`src/rtl/multicycle_pkg.sv`:
```
// rtl/multicycle_pkg.sv - shared states, opcode/func constants, ALU and mux encodings
package multicycle_pkg;

   typedef enum logic [2:0] {
      FETCH  = 3'd0,
      DECODE = 3'd1,
      EXEC   = 3'd2,
      MEM    = 3'd3,
      WB     = 3'd4,
      TRAP   = 3'd5
   } state_t;

   localparam logic [5:0] OP_RTYPE = 6'h00;
   localparam logic [5:0] OP_J     = 6'h02;
   localparam logic [5:0] OP_JAL   = 6'h03;
   localparam logic [5:0] OP_BEQ   = 6'h04;
   localparam logic [5:0] OP_BNE   = 6'h05;
   localparam logic [5:0] OP_ADDI  = 6'h08;
   localparam logic [5:0] OP_SLTI  = 6'h0A;
   localparam logic [5:0] OP_SLTIU = 6'h0B;
   localparam logic [5:0] OP_ANDI  = 6'h0C;
   localparam logic [5:0] OP_ORI   = 6'h0D;
   localparam logic [5:0] OP_XORI  = 6'h0E;
   localparam logic [5:0] OP_LUI   = 6'h0F;
   localparam logic [5:0] OP_LW    = 6'h23;
   localparam logic [5:0] OP_SW    = 6'h2B;

   localparam logic [5:0] FN_SLL  = 6'h00;
   localparam logic [5:0] FN_SRL  = 6'h02;
   localparam logic [5:0] FN_SRA  = 6'h03;
   localparam logic [5:0] FN_SLLV = 6'h04;
   localparam logic [5:0] FN_SRLV = 6'h06;
   localparam logic [5:0] FN_SRAV = 6'h07;
   localparam logic [5:0] FN_JR   = 6'h08;
   localparam logic [5:0] FN_ADD  = 6'h20;
   localparam logic [5:0] FN_ADDU = 6'h21;
   localparam logic [5:0] FN_SUB  = 6'h22;
   localparam logic [5:0] FN_SUBU = 6'h23;
   localparam logic [5:0] FN_AND  = 6'h24;
   localparam logic [5:0] FN_OR   = 6'h25;
   localparam logic [5:0] FN_XOR  = 6'h26;
   localparam logic [5:0] FN_NOR  = 6'h27;
   localparam logic [5:0] FN_SLT  = 6'h2A;
   localparam logic [5:0] FN_SLTU = 6'h2B;

   // addu/subu share add/sub: the ALU does not distinguish overflow behaviour
   localparam logic [3:0] ALU_SLL  = 4'd0;
   localparam logic [3:0] ALU_SRL  = 4'd1;
   localparam logic [3:0] ALU_SRA  = 4'd2;
   localparam logic [3:0] ALU_SLLV = 4'd3;
   localparam logic [3:0] ALU_SRLV = 4'd4;
   localparam logic [3:0] ALU_SRAV = 4'd5;
   localparam logic [3:0] ALU_ADD  = 4'd6;
   localparam logic [3:0] ALU_SUB  = 4'd7;
   localparam logic [3:0] ALU_AND  = 4'd8;
   localparam logic [3:0] ALU_OR   = 4'd9;
   localparam logic [3:0] ALU_XOR  = 4'd10;
   localparam logic [3:0] ALU_NOR  = 4'd11;
   localparam logic [3:0] ALU_SLT  = 4'd12;
   localparam logic [3:0] ALU_SLTU = 4'd13;
   localparam logic [3:0] ALU_LUI  = 4'd14;

   localparam logic [1:0] IN1_RT    = 2'd0;
   localparam logic [1:0] IN1_SEXT  = 2'd1;
   localparam logic [1:0] IN1_ZEXT  = 2'd2;
   localparam logic       IN2_RS    = 1'b0;
   localparam logic       IN2_SHAMT = 1'b1;

   localparam logic [1:0] PC_SEQ  = 2'd0;
   localparam logic [1:0] PC_BR   = 2'd1;
   localparam logic [1:0] PC_JUMP = 2'd2;
   localparam logic [1:0] PC_REG  = 2'd3;

   localparam logic [1:0] DST_RT = 2'd0;
   localparam logic [1:0] DST_RD = 2'd1;
   localparam logic [1:0] DST_RA = 2'd2;

   localparam logic [1:0] M2R_ALU = 2'd0;
   localparam logic [1:0] M2R_MDR = 2'd1;
   localparam logic [1:0] M2R_PC4 = 2'd2;

   function automatic logic is_jr(input logic [5:0] opcode, input logic [5:0] func);
      return (opcode == OP_RTYPE) && (func == FN_JR);
   endfunction

endpackage

```
`src/rtl/multicycle_control_alu_decode.sv`:
```
// rtl/multicycle_control_alu_decode.sv - combinational opcode/func to ALU operand and function decoder
module alu_decode
   import multicycle_pkg::*;
(
   input  logic [5:0] opcode,
   input  logic [5:0] func,
   output logic [1:0] in1_mux,
   output logic       in2_mux,
   output logic [3:0] alu_op,
   output logic       legal
);

   always_comb begin
      in1_mux = IN1_RT;
      in2_mux = IN2_RS;
      alu_op  = ALU_SLL;
      legal   = 1'b1;
      case (opcode)
         OP_RTYPE: begin
            case (func)
               FN_SLL:          begin in2_mux = IN2_SHAMT; alu_op = ALU_SLL; end
               FN_SRL:          begin in2_mux = IN2_SHAMT; alu_op = ALU_SRL; end
               FN_SRA:          begin in2_mux = IN2_SHAMT; alu_op = ALU_SRA; end
               FN_SLLV:         alu_op = ALU_SLLV;
               FN_SRLV:         alu_op = ALU_SRLV;
               FN_SRAV:         alu_op = ALU_SRAV;
               FN_JR:           ;
               FN_ADD, FN_ADDU: alu_op = ALU_ADD;
               FN_SUB, FN_SUBU: alu_op = ALU_SUB;
               FN_AND:          alu_op = ALU_AND;
               FN_OR:           alu_op = ALU_OR;
               FN_XOR:          alu_op = ALU_XOR;
               FN_NOR:          alu_op = ALU_NOR;
               FN_SLT:          alu_op = ALU_SLT;
               FN_SLTU:         alu_op = ALU_SLTU;
               default:         legal = 1'b0;
            endcase
         end
         OP_J, OP_JAL:   ;
         OP_BEQ, OP_BNE: alu_op = ALU_SUB;
         OP_ADDI:        begin in1_mux = IN1_SEXT; alu_op = ALU_ADD;  end
         OP_SLTI:        begin in1_mux = IN1_SEXT; alu_op = ALU_SLT;  end
         OP_SLTIU:       begin in1_mux = IN1_SEXT; alu_op = ALU_SLTU; end
         OP_ANDI:        begin in1_mux = IN1_ZEXT; alu_op = ALU_AND;  end
         OP_ORI:         begin in1_mux = IN1_ZEXT; alu_op = ALU_OR;   end
         OP_XORI:        begin in1_mux = IN1_ZEXT; alu_op = ALU_XOR;  end
         OP_LUI:         begin in1_mux = IN1_ZEXT; alu_op = ALU_LUI;  end
         OP_LW, OP_SW:   begin in1_mux = IN1_SEXT; alu_op = ALU_ADD;  end
         default:        legal = 1'b0;
      endcase
   end

endmodule

```
`src/rtl/multicycle_control.sv`:
```
// rtl/multicycle_control.sv - multi-cycle MIPS-subset control FSM; MULTICYCLE_TRAP_EN adds TRAP state and wait timeout
module multicycle_control
   import multicycle_pkg::*;
#(
   parameter int ALU_OP_W = 4,
   parameter int WAIT_MAX = 16,
   parameter int STATE_W  = 3
)(
   input  logic                clk,
   input  logic                rst_n,
   input  logic [5:0]          opcode,
   input  logic [5:0]          func,
   input  logic                zero,
   input  logic                mem_ready,
   output logic                mem_req,
   output logic                mem_we,
   output logic                ir_write,
   output logic                pc_write,
   output logic [1:0]          pc_src,
   output logic [1:0]          in1_mux,
   output logic                in2_mux,
   output logic [ALU_OP_W-1:0] alu_op,
   output logic [1:0]          reg_dst,
   output logic [1:0]          mem_to_reg,
   output logic                reg_write,
   output logic                instr_done,
   output logic [STATE_W-1:0]  state_o
`ifdef MULTICYCLE_TRAP_EN
   ,
   output logic                trap
`endif
);

   state_t     state, next;
   logic [1:0] dec_in1;
   logic       dec_in2;
   logic [3:0] dec_op;
   logic       legal;
   logic [3:0] op_sel;

   alu_decode u_dec (
      .opcode  (opcode),
      .func    (func),
      .in1_mux (dec_in1),
      .in2_mux (dec_in2),
      .alu_op  (dec_op),
      .legal   (legal)
   );

`ifdef MULTICYCLE_TRAP_EN
   localparam int WAIT_CNT_W = $clog2(WAIT_MAX + 1);
   logic [WAIT_CNT_W-1:0] wait_cnt;
   logic                  waiting;

   assign waiting = ((state == FETCH) || (state == MEM)) && !mem_ready;

   always_ff @(posedge clk or negedge rst_n) begin
      if (!rst_n)       wait_cnt <= '0;
      else if (waiting) wait_cnt <= wait_cnt + 1'b1;
      else              wait_cnt <= '0;
   end

   assign trap = (state == TRAP);
`else
   logic unused_wait_max;
   assign unused_wait_max = (WAIT_MAX != 0);
`endif

   always_ff @(posedge clk or negedge rst_n) begin
      if (!rst_n) state <= FETCH;
      else        state <= next;
   end

   // Outputs are gated by rst_n so an abandoned access drops mem_req without waiting for an edge
   always_comb begin
      next       = state;
      mem_req    = 1'b0;
      mem_we     = 1'b0;
      ir_write   = 1'b0;
      pc_write   = 1'b0;
      pc_src     = PC_SEQ;
      in1_mux    = IN1_RT;
      in2_mux    = IN2_RS;
      op_sel     = ALU_SLL;
      reg_dst    = DST_RT;
      mem_to_reg = M2R_ALU;
      reg_write  = 1'b0;
      instr_done = 1'b0;
      if (rst_n) begin
         case (state)
            FETCH: begin
               mem_req = 1'b1;
               if (mem_ready) begin
                  ir_write = 1'b1;
                  pc_write = 1'b1;
                  next     = DECODE;
               end
            end
            DECODE: begin
               if (opcode == OP_J) begin
                  pc_write   = 1'b1;
                  pc_src     = PC_JUMP;
                  instr_done = 1'b1;
                  next       = FETCH;
               end else if (is_jr(opcode, func)) begin
                  pc_write   = 1'b1;
                  pc_src     = PC_REG;
                  instr_done = 1'b1;
                  next       = FETCH;
               end else if (opcode == OP_JAL) begin
                  pc_write = 1'b1;
                  pc_src   = PC_JUMP;
                  next     = WB;
`ifdef MULTICYCLE_TRAP_EN
               end else if (!legal) begin
                  next = TRAP;
`endif
               end else begin
                  next = EXEC;
               end
            end
            EXEC: begin
               in1_mux = dec_in1;
               in2_mux = dec_in2;
               op_sel  = dec_op;
               if (!legal) begin
                  instr_done = 1'b1;
                  next       = FETCH;
               end else begin
                  case (opcode)
                     OP_LW, OP_SW: next = MEM;
                     OP_BEQ: begin
                        pc_write   = zero;
                        pc_src     = PC_BR;
                        instr_done = 1'b1;
                        next       = FETCH;
                     end
                     OP_BNE: begin
                        pc_write   = ~zero;
                        pc_src     = PC_BR;
                        instr_done = 1'b1;
                        next       = FETCH;
                     end
                     default: next = WB;
                  endcase
               end
            end
            MEM: begin
               mem_req = 1'b1;
               mem_we  = (opcode == OP_SW);
               in1_mux = IN1_SEXT;
               op_sel  = ALU_ADD;
               if (mem_ready) begin
                  if (opcode == OP_SW) begin
                     instr_done = 1'b1;
                     next       = FETCH;
                  end else begin
                     next = WB;
                  end
               end
            end
            WB: begin
               reg_write  = 1'b1;
               instr_done = 1'b1;
               next       = FETCH;
               case (opcode)
                  OP_RTYPE: reg_dst = DST_RD;
                  OP_LW:    mem_to_reg = M2R_MDR;
                  OP_JAL: begin
                     reg_dst    = DST_RA;
                     mem_to_reg = M2R_PC4;
                  end
                  default: ;
               endcase
            end
`ifdef MULTICYCLE_TRAP_EN
            TRAP: next = TRAP;
`endif
            default: next = FETCH;
         endcase
`ifdef MULTICYCLE_TRAP_EN
         if (waiting && (wait_cnt == WAIT_CNT_W'(WAIT_MAX - 1))) next = TRAP;
`endif
      end
   end

   assign alu_op  = ALU_OP_W'(op_sel);
   assign state_o = STATE_W'(state);

endmodule

```
`config.mk`:
```
export PLATFORM = sky130hd
export DESIGN_NAME = multicycle_control
export DESIGN_NICKNAME = d
export VERILOG_FILES = /design/src/rtl/multicycle_pkg.sv /design/src/rtl/multicycle_control_alu_decode.sv /design/src/rtl/multicycle_control.sv
export SDC_FILE = /design/constraint.sdc
export NUM_CORES = 1
export LEC_CHECK = 0
export ABC_AREA = 1
export CAP_MARGIN = 20
export CORE_MARGIN = 4
export CORE_UTILIZATION = 40
export CTS_CLUSTER_SIZE = 12
export DETAILED_ROUTE_END_ITERATION = 6
export PLACE_DENSITY = 0.74
export SLEW_MARGIN = 20
export SYNTH_ARGS = -nofsm -noshare
export SYNTH_HDL_FRONTEND = slang
export SYNTH_HIERARCHICAL = 1
export SYNTH_SLANG_ARGS = --single-unit
```
`constraint.sdc`:
```
create_clock -name clk -period 4.1 [get_ports clk]
set_input_delay 1.025 -clock clk [delete_from_list [all_inputs] [get_ports clk]]
set_output_delay 1.025 -clock clk [all_outputs]
set_load 0.01 [all_outputs]
```
==> results.md, run 1 <==
* First-pass GRT wire length at just over 6 mm
* H-tree Lvls at 1
* Final setup vio count at 0
* Seq cells post-synth at 3
* Deepest clock path buffer count at 2
* Period utilisation layout at approximately nine tenths
* Die Width at 58.0 um
* Mapped Cells at around 200
* WP data required at 3.07 ns
* Via count at 1,477
* Outcome: completed
* Post-layout util at between 70% and 80%
* Unrepaired setup endpoints after global routing: false
* Input/output buffers at 37
* Hold Buf Count CTS at 0
* Setup TNS at 0 ns
* Initial antenna violation count at 0
* Global route overflow at 0
* Row count at 17
* Library cells used by synthesis at 21
* Largest net degree at the start of global routing at 11
* Worst setup startpoint: func[2]
* CTS tree: yes
* # diodes at 0
* Min-delay src: state_o[1]
* DRC at 0
* Aggregate global-route resource usage at around 22%
* Sink Count at 3
* Ratio of cells with drive above 1 in the final layout at between 20% and 30%
* Power per cell area at roughly 260 mW/mm^2
* P&R area growth vs syn at 68.3%
* P_leak at 1.01 nW
* Crit-path max FO at 5
* Hold Vio Cnt, Final at 0
* IO Count at 38
* Nets@finish at 285
* Die H at 58.0 um
* Vias per cell at 4.99
* Post-DP HPWL at around 2.8 mm
* Root buf cell: clkbuf_4
* Setup ws final at 0.352 ns
* Max Cap Viol at 0
* Reg clk slew, reported paths at roughly 0.04 ns
* Number of flip-flops in the largest register at 3
* Avg WL per Cell at 11.4 um
* Post-Route WL at 3.38 mm
* DR iter-0 viols at 65
* Dpl cells at 290
* Yosys warns at 6
* Routability Congestion at 0.869
* Relative slew margins at 70.7%
* Final min period at 3.75 ns
* Post-route total power at 0.443 mW
* Clk_lat worst skew at 0.24 ns
* Startpoint types: input port
* WS Path Type: input port to output port
* Achievable clock frequency at 0.267 GHz
* R2R Path Start: state_o[0]
* Vias in the first global route at 1,451
* Worst VDD drop at about 0.32 mV
* Setup WS pre-CTS at -0.326 ns
* R2R setup slack at 2.61 ns
* Full die area at 0.00336 sq mm
* Filler cell count in the final layout at 210
* Most frequent cells in the layout: nand2_1 (47), nor2_1 (40), buf_4 (31)
* Sequential fraction of the synthesis area at 7.52%
* Crit path DAT at 2.72 ns
* Detail Route Antenna Nets at 0
* Initial Util at 43.5%
* Path type of the worst min-delay path: flip-flop to flip-flop
* Commonest non-fill, non-tap cell in the layout: nand2_1
* Core ar. at 0.00230 sq mm
* Worst-margin pin slew at 0.440 ns
* Synthesized area at 998 sq um
* Skew final at 0.00179 ns
* Initial DRT Pass Iterations at 4
* Synth Area per Inst at between 5 and 6 sq um
* RR Endpoint: state_o[2]
* CTS buffer count at 3
* Syn Nets at between 200 and 250
* Max Transition Viols Final at 0
* Worst r2r path cells at 6
* Setup crit end: pc_write
* Setup crit end kind: output port
* Finished Layout Cells at 296
==> Yosys cell counts, drive strengths merged <==
library cell	n	area share (%)
nand3b	1	0.75
a21oi	4	2.4
nand4	4	2.5
inv	31	12
o21ai	8	4.0
a31oi	2	1.3
nor2	54	26
nand2	50	20
nand3	34	20
dfrtp	3	7.5
xor2	1	0.88
buf	1	1.1
nor3	4	3.0
==> cell families after synthesis <==
group           count (synthesis)  synth area share (%)
compound gates                 14                  7.64
xor+xnor                        1                 0.877
buf+inv                        32                  12.8
flops                           3                  7.52
simple gates                  147                  71.2
==> where the power goes <==
group          internal, mW  leakage [nW]  total [mW]  switching (mW)
registers            0.0432        0.0390      0.0817          0.0385
logic                 0.137         0.953       0.308           0.171
clock network        0.0366        0.0150      0.0533          0.0168
total                 0.217          1.01       0.443           0.226
==> per-stage QoR <==
step	cell area, sq um	hold slack, ns
2_1_floorplan	998	0.629
3_3_place_gp	1610	0.625
3_5_place_dp	1610	0.620
4_1_cts	1640	0.629
5_1_grt	1680	0.654
6_report	1680	0.628
==> final cells by class <==
| class | instances | area [sq um] | share of cell area (%) |
|---|---|---|---|
| multi-input combinational | 162 | 802 | 47.7 |
| timing repair buffer | 68 | 626 | 37.2 |
| inverter | 31 | 116 | 6.92 |
| sequential | 3 | 75.1 | 4.47 |
| tap | 28 | 35.0 | 2.08 |
| clock buffer | 4 | 26.3 | 1.56 |
==> worst max-delay path, stage by stage <==
cell and delay (ns):
dlygate4sd2_1 0.28, inv_1 0.10, nor2_4 0.16, nand3_1 0.10, nand2_1 0.12, nor2_2 0.05
nand3_2 0.05, nand2_1 0.05, nand2_1 0.07, inv_1 0.06, nor3_4 0.23, nand3_1 0.10
nand2_1 0.07, nor2_1 0.04, nor2_1 0.08, clkbuf_2 0.14
==> timing repair <==
action	4_1_cts	5_1_grt
setup buffers	0	2
setup endpoints to repair	3	7
pin swaps	1	3
gates resized for setup	5	19
==> metal layers <==
metal / vias up / GRT usage, % / share of wire (%)
met4: 0 / 5.96 / 1.4
met1: 646 / 27.2 / 44
met5: - / 0 / 0
li1: 771 / - / -
met3: 9 / 6.01 / 6.6
met2: 51 / 37.3 / 48
==> worst min path at each step <==
stage                 endpoint  slack (ns)  depth (start not counted)
finish              state_o[1]        0.63                          2
global route        state_o[1]        0.65                          2
CTS                 state_o[1]        0.63                          2
detailed placement  state_o[1]        0.62                          2
global placement    state_o[1]        0.62                          2
floorplan           state_o[1]        0.63                          2
Power figures use the tool's default switching activity.
==> run 2: changes to the inputs <==
--- a/config.mk
+++ b/config.mk
@@ -7,7 +7,6 @@
 export LEC_CHECK = 0
 export ABC_AREA = 1
 export CAP_MARGIN = 20
-export CORE_MARGIN = 4
 export CORE_UTILIZATION = 40
 export CTS_CLUSTER_SIZE = 12
 export DETAILED_ROUTE_END_ITERATION = 6
==> run 2 against run 1 <==
  * Die area is 20% lower
  * Sequential share of layout area about the same
  * Non-clock buffer count unchanged
  * Core utilization grew 0.46 points
  * Sequential power increased by 2%
  * Via count rose by 0.54%
  * Power grew 1.0%
  * Critical path depth is 6 lower
  * Critical path type unchanged
==> results.md, run 2 (synthesis results as in run 1) <==
* R2R setup slack at 2.63 ns (was 2.61 ns)
* Post-DP HPWL at 2.61 mm (was 2.84 mm)
* Worst r2r path cells at 8 (was 6)
* Final min period at 3.97 ns (was 3.75 ns)
* RR Endpoint: state_o[0] (was state_o[2])
* Vias in the first global route at 1,320 (was 1,451)
* Power per cell area at 267 mW/mm^2 (was 263 mW/mm^2)
* Initial DRT Pass Iterations at 4 (unchanged)
* Core ar. at 0.00228 sq mm (was 0.00230 sq mm)
* Max incr delay on CP at 0.54 ns (was 0.28 ns)
* Global route overflow at 0 (unchanged)
* Input/output buffers at 37 (unchanged)
* Hold Vio Cnt, Final at 0 (unchanged)
* Hold Path Depth at 2 (unchanged)
* Row count at 17 (unchanged)
* Flop pwr share at 18.6% (was 18.5%)
* Detail Route Antenna Nets at 0 (unchanged)
* Logic pwr share at 69.7% (was 69.5%)
* Nets@finish at 285 (unchanged)
* Worst Hold Endpoint: state_o[1] (unchanged)
* Setup ws final at 0.134 ns (was 0.352 ns)
* Root buf cell: clkbuf_4 (unchanged)
* Initial Util at 43.9% (was 43.5%)
* Post-route total power at 0.447 mW (was 0.443 mW)
* Setup crit end kind: output port (unchanged)
* Final instance area at 0.00168 sq mm (about the same)
* Outcome: completed (unchanged)
* P&R area growth vs syn at 67.8% (was 68.3%)
* Hold slack at 0.638 ns (was 0.628 ns)
* Dpl cells at 289 (was 290)
* Number of flip-flops in the largest register at 3 (unchanged)
* Routability Congestion at 0.848 (was 0.869)
* Ratio of cells with drive above 1 in the final layout at 24.6% (was 25.4%)
* Path type of the worst min-delay path: flip-flop to flip-flop (unchanged)
* Setup TNS at 0 ns (unchanged)
* DRC at 0 (unchanged)
* Clock power share at 11.8% (was 12.1%)
* Worst-margin pin slew at 0.442 ns (was 0.440 ns)
* IO Count at 38 (unchanged)
* Critical Path, Cell by Cell: clkdlybuf4s50_1 > nor2_1 > nand3_2 > buf_4 > o21ai_1 > o21ai_1 > nand3_1 > nor2_1 > nor2_1 > clkdlybuf4s50_1 (was dlygate4sd2_1 > inv_1 > nor2_4 > nand3_1 > nand2_1 > nor2_2 > nand3_2 > nand2_1 > nand2_1 > inv_1 > nor3_4 > nand3_1 > nand2_1 > nor2_1 > nor2_1 > clkbuf_2)
* Worst VDD drop at 0.400 mV (was 0.315 mV)
* Avg WL per Cell at 11.2 um (was 11.4 um)
* Post-layout util at 73.6% (was 73.1%)
* Max Transition Viols Final at 0 (unchanged)
* Die H at 52.0 um (was 58.0 um)
* CTS tree: yes (unchanged)
* Full die area at 0.00270 sq mm (was 0.00336 sq mm)
* Cell mode on critical path: nor2_1 (was nand2_1)
* Sink Count at 3 (unchanged)
* Post-Route WL at 3.32 mm (was 3.38 mm)
* Startpoint types: input port (unchanged)
* Finished Layout Cells at 296 (unchanged)
* Max Cap Viol at 0 (unchanged)
* Post-DP Area at 0.00160 sq mm (was 0.00161 sq mm)
* Period utilisation layout at 96.7% (was 91.4%)
* Via count at 1,485 (was 1,477)
* Min-delay src: state_o[1] (unchanged)
* Relative slew margins at 70.5% (was 70.7%)
* Achievable clock frequency at 0.252 GHz (was 0.267 GHz)
* R2R Path Start: state_o[2] (was state_o[0])
* Initial antenna violation count at 0 (unchanged)
* Int Power at 0.220 mW (was 0.217 mW)
* Most frequent cells in the layout: nand2_1 (47), nor2_1 (40), buf_4 (31) (unchanged)
* Sw frac at 50.7% (was 51.1%)
* Slowest-stage cell, CP: clkdlybuf4s50_1 (was dlygate4sd2_1)
* H-tree Lvls at 1 (unchanged)
* First-pass GRT wire length at 5.19 mm (was 6.07 mm)
* DR iter-0 viols at 35 (was 65)
* Crit-path max FO at 5 (unchanged)
* Setup WS pre-CTS at -0.340 ns (was -0.326 ns)
* WS Path Type: input port to output port (unchanged)
* Commonest non-fill, non-tap cell in the layout: nand2_1 (unchanged)
* CTS buffer count at 3 (unchanged)
* P_leak at 0.937 nW (was 1.01 nW)
* Vias per cell at 5.02 (was 4.99)
* Clk_lat worst skew at 0.24 ns (about the same)
* Deepest clock path buffer count at 2 (unchanged)
* # diodes at 0 (unchanged)
* Aggregate global-route resource usage at 24.4% (was 22.0%)
* Final setup vio count at 0 (unchanged)
* WP data required at 3.07 ns (about the same)
* Switching Power at 0.227 mW (was 0.226 mW)
* Die Width at 52.0 um (was 58.0 um)
* Largest net degree at the start of global routing at 11 (unchanged)
* Reg clk slew, reported paths at 0.04 ns (about the same)
* Crit path DAT at 2.94 ns (was 2.72 ns)
* Skew final at 0.00605 ns (was 0.00179 ns)
[run 2: cell count changes in the layout (fill, tap and decap cells not counted)]
cell,before,now
clkbuf_2,2,1
clkdlybuf4s50_1,19,26
dlymetal6s2s_1,14,8
inv_1,24,25
inv_2,7,6
nor2_2,10,9
nor2_4,4,5
o21ai_0,5,4
o21ai_1,3,4
[run 2: worst max-delay path: cells and delay by family]
| kind | cells | cell delay [ns] |
|---|---|---|
| buf+inv | 3 | 1.19 |
| compound gates | 2 | 0.14 |
| simple gates | 5 | 0.59 |
[run 2: how the worst max path moves through the flow]
stage,start,to,cells past startpoint
floorplan,func[2],pc_write,13
global placement,func[2],pc_write,16
detailed placement,func[2],pc_write,16
CTS,func[2],pc_write,16
global route,opcode[3],pc_src[0],14
finish,func[0],alu_op[1],10
[run 2: power by group through the flow]
stage | Combinational, mW | Clock (mW) | Sequential (mW)
2_1_floorplan | 0.185 | 0 | 0.0699
3_3_place_gp | 0.300 | 0 | 0.0790
3_5_place_dp | 0.304 | 0 | 0.0796
4_1_cts | 0.307 | 0.0529 | 0.0814
5_1_grt | 0.345 | 0.0557 | 0.0861
6_report | 0.311 | 0.0526 | 0.0830
[run 2: area by class of cell]
cell class / count / area (sq um)
multi-input cells: 162 / 807
flip-flops and latches: 3 / 75.1
repair buffers: 68 / 616
fillers: 205 / 601
well taps: 28 / 35.0
inverters: 31 / 116
clock buffers: 4 / 26.3
[run 2: per-layer routing]
metal / up-vias / GRT usage [%] / part of all wire, %
met5: - / 0 / 0
met4: 0 / 5.41 / 0.93
met3: 4 / 1.46 / 3.3
met2: 38 / 47.4 / 52
met1: 672 / 28.5 / 43
li1: 771 / - / -
[run 2: what timing repair did]
item / CTS / global route
setup endpoints to repair: 2 / 6
gates cloned: 0 / 0
gates resized for setup: 4 / 12
hold buffers: 0 / 0
pin swaps: 0 / 3
buffers inserted: 0 / 3
==> run 3: changes to the inputs <==
--- a/config.mk
+++ b/config.mk
@@ -10,7 +10,9 @@
 export CORE_UTILIZATION = 40
 export CTS_CLUSTER_SIZE = 12
 export DETAILED_ROUTE_END_ITERATION = 6
+export GPL_ROUTABILITY_DRIVEN = 0
 export PLACE_DENSITY = 0.74
+export SETUP_SLACK_MARGIN = 0.4
 export SLEW_MARGIN = 20
 export SYNTH_ARGS = -nofsm -noshare
 export SYNTH_HDL_FRONTEND = slang
==> run 3 against run 2 <==
  * Final area rose by 1.9%
  * Clock skew fell by 0.0010 ns
  * Sequential cell count did not move
  * Clock power barely moved
  * Combinational power rose by 2%
  * Maximum frequency rose by 11%
  * Worst hold slack got worse by 0.0017 ns
  * Sequential power barely moved
  * Setup slack improved by 0.39 ns
  * First-iteration DRC count fell by 31%
  * Critical path depth rose by 4
  * Global-route usage rose by 1.5 points
==> results.md, run 3 (synthesis results as in run 1) <==
* Filler cell count in the final layout at 193 (was 205)
* Input/output buffers at 37 (unchanged)
* Vias in the first global route at 1,387 (was 1,320)
* Number of flip-flops in the largest register at 3 (unchanged)
* Switching Power at 0.234 mW (was 0.227 mW)
* First-pass GRT wire length at 5.48 mm (was 5.19 mm)
* R2R setup slack at 2.58 ns (was 2.63 ns)
* GRT met3 Usage at 1.75% (was 1.46%)
* Worst-margin pin slew at 0.441 ns (was 0.442 ns)
* Initial DRT Pass Iterations at 4 (unchanged)
* Die Width at 52.0 um (unchanged)
* Achievable clock frequency at 0.280 GHz (was 0.252 GHz)
* Met1 Use GR at 29.4% (was 28.5%)
* # diodes at 0 (unchanged)
* Path type of the worst min-delay path: flip-flop to flip-flop (unchanged)
* Met2 Resource Use GR at 51.1% (was 47.4%)
* Root buf cell: clkbuf_4 (unchanged)
* Critical Path, Cell by Cell: buf_2 > nor2_4 > nand3_2 > nand2_2 > nor2_1 > nand3_2 > nand2_1 > nand2_2 > inv_2 > nor3_4 > buf_4 > nand2_1 > a21oi_1 > buf_2 (was clkdlybuf4s50_1 > nor2_1 > nand3_2 > buf_4 > o21ai_1 > o21ai_1 > nand3_1 > nor2_1 > nor2_1 > clkdlybuf4s50_1)
* Post-Route WL at 3.64 mm (was 3.32 mm)
* Commonest non-fill, non-tap cell in the layout: nand2_1 (unchanged)
* Worst VDD drop at 0.404 mV (was 0.400 mV)
* Max Transition Viols Final at 0 (unchanged)
* Max incr delay on CP at 0.23 ns (was 0.54 ns)
* Avg WL per Cell at 12.0 um (was 11.2 um)
* Global route overflow at 0 (unchanged)
* Post-DP HPWL at 2.61 mm (unchanged)
* H-tree Lvls at 1 (unchanged)
* Detail Route Antenna Nets at 0 (unchanged)
* Aggregate global-route resource usage at 26.0% (was 24.4%)
* WS Path Type: input port to output port (unchanged)
* Finished Layout Cells at 303 (was 296)
* Power per cell area at 265 mW/mm^2 (was 267 mW/mm^2)
* Max Cap Viol at 0 (unchanged)
* Sw frac at 51.9% (was 50.7%)
* Via count at 1,537 (was 1,485)
* Clock power share at 11.6% (was 11.8%)
* Top Usage Layer GRT: met2 (unchanged)
* Clk_lat worst skew at 0.24 ns (about the same)
* Outcome: completed (unchanged)
* Relative slew margins at 70.6% (was 70.5%)
* IO Count at 38 (unchanged)
* Reg clk slew, reported paths at 0.04 ns (about the same)
* DR iter-0 viols at 24 (was 35)
* Largest net degree at the start of global routing at 11 (unchanged)
* Ratio of cells with drive above 1 in the final layout at 37.5% (was 24.6%)
* Crit path DAT at 2.55 ns (was 2.94 ns)
* Hold Buf Count CTS at 0 (unchanged)
* Nets@finish at 292 (was 285)
* Most frequent cells in the layout: nand2_1 (42), buf_4 (37), nor2_1 (36) (was nand2_1 (47), nor2_1 (40), buf_4 (31))
* P&R area growth vs syn at 70.9% (was 67.8%)
* Deepest clock path buffer count at 2 (unchanged)
* Crit-path max FO at 7 (was 5)
* Die H at 52.0 um (unchanged)
* Final setup vio count at 0 (unchanged)
* Final min period at 3.57 ns (was 3.97 ns)
* DRC at 0 (unchanged)
* Unrepaired setup endpoints after global routing: false
* Logic pwr share at 70.0% (was 69.7%)
* CTS buffer count at 3 (unchanged)
* P_leak at 0.910 nW (was 0.937 nW)
* Skew final at 0.00500 ns (was 0.00605 ns)
* WP data required at 3.07 ns (about the same)
* Vias per cell at 5.07 (was 5.02)
* Initial antenna violation count at 0 (unchanged)
* Flop pwr share at 18.4% (was 18.6%)
* Dpl cells at 289 (unchanged)
* Core ar. at 0.00228 sq mm (unchanged)
* Full die area at 0.00270 sq mm (unchanged)
* Row count at 17 (unchanged)
* Initial Util at 43.9% (unchanged)
* Int Power at 0.218 mW (was 0.220 mW)
* Startpoint types: input port (unchanged)
* Slowest-stage cell, CP: nor2_4 (was clkdlybuf4s50_1)
* CTS tree: yes (unchanged)
* Setup TNS at 0 ns (unchanged)
* Setup crit end kind: output port (unchanged)
* Sink Count at 3 (unchanged)
* Period utilisation layout at 87.1% (was 96.7%)
* Hold Vio Cnt, Final at 0 (unchanged)
## run 3: cell count changes in the layout (fill, tap and decap cells not counted), moves of 5 or more
| cell | delta |
|---|---|
| clkbuf_2 | +9 |
| clkdlybuf4s50_1 | -8 |
| dlymetal6s2s_1 | -8 |
| buf_4 | +6 |
| nand2_1 | -5 |
| nand2_2 | +5 |
## run 3: area by class of cell
type                       instances  area [sq um]  area share (%)
clock buffer                       4          26.3            1.54
inverter                          31           116            6.82
multi-input combinational        162           868            50.9
sequential                         3          75.1            4.40
tap                               28          35.0            2.05
timing repair buffer              75           586            34.3
## run 3: worst max-delay path: cells and delay by family
kind / cells / cell delay (ns)
AOI/OAI and AO/OA: 1 / 0.14
buffers and inverters: 4 / 0.47
and+or+nand+nor: 9 / 0.92
## run 3: through the flow
stage | total power, mW | worst slack, ns | instance area, sq um | hold WS [ns] | utilization [%]
after detailed placement | 0.384 | -0.340 | 1600 | 0.618 | 70.4
after floorplan | 0.254 | 0.853 | 998 | 0.629 | -
final | 0.452 | 0.529 | 1710 | 0.636 | 75.0
after global placement | 0.379 | -0.254 | 1600 | 0.628 | 70.4
after CTS | 0.440 | 0.363 | 1650 | 0.632 | 72.4
after global routing | 0.490 | 0.386 | 1710 | 0.681 | 75.0
## run 3: path summary, 6_finish.rpt
kind | from | cells after the start | end
setup / recovery | func[5] | 14 | pc_src[0]
hold / removal | state_o[1] | 2 | state_o[1]
setup reg to reg | state_o[2] | 9 | state_o[0]
hold reg to reg | state_o[1] | 2 | state_o[1]
max in group asynchronous | rst_n | 2 | state_o[0]
min in group asynchronous | rst_n | 2 | state_o[2]
## run 3: per-layer routing
metal | wire length [um] | vias to the layer above
met5 | 0 | -
met2 | 1930 | 52
met4 | 54 | 0
met3 | 137 | 6
li1 | - | 788
met1 | 1520 | 691
## run 3: power by group through the flow
stage	registers, mW	clock network, mW	logic (mW)
2_1_floorplan	0.0699	0	0.185
3_3_place_gp	0.0790	0	0.300
3_5_place_dp	0.0796	0	0.304
4_1_cts	0.0814	0.0529	0.306
5_1_grt	0.0860	0.0567	0.347
6_report	0.0831	0.0525	0.316
## run 3: repair_timing
| action | 4_1_cts | 5_1_grt |
|---|---|---|
| resized for setup | 31 | 46 |
| endpoints found under the setup margin | 15 | 9 |
| setup buffers | 3 | 7 |
| pin swaps | 3 | 18 |
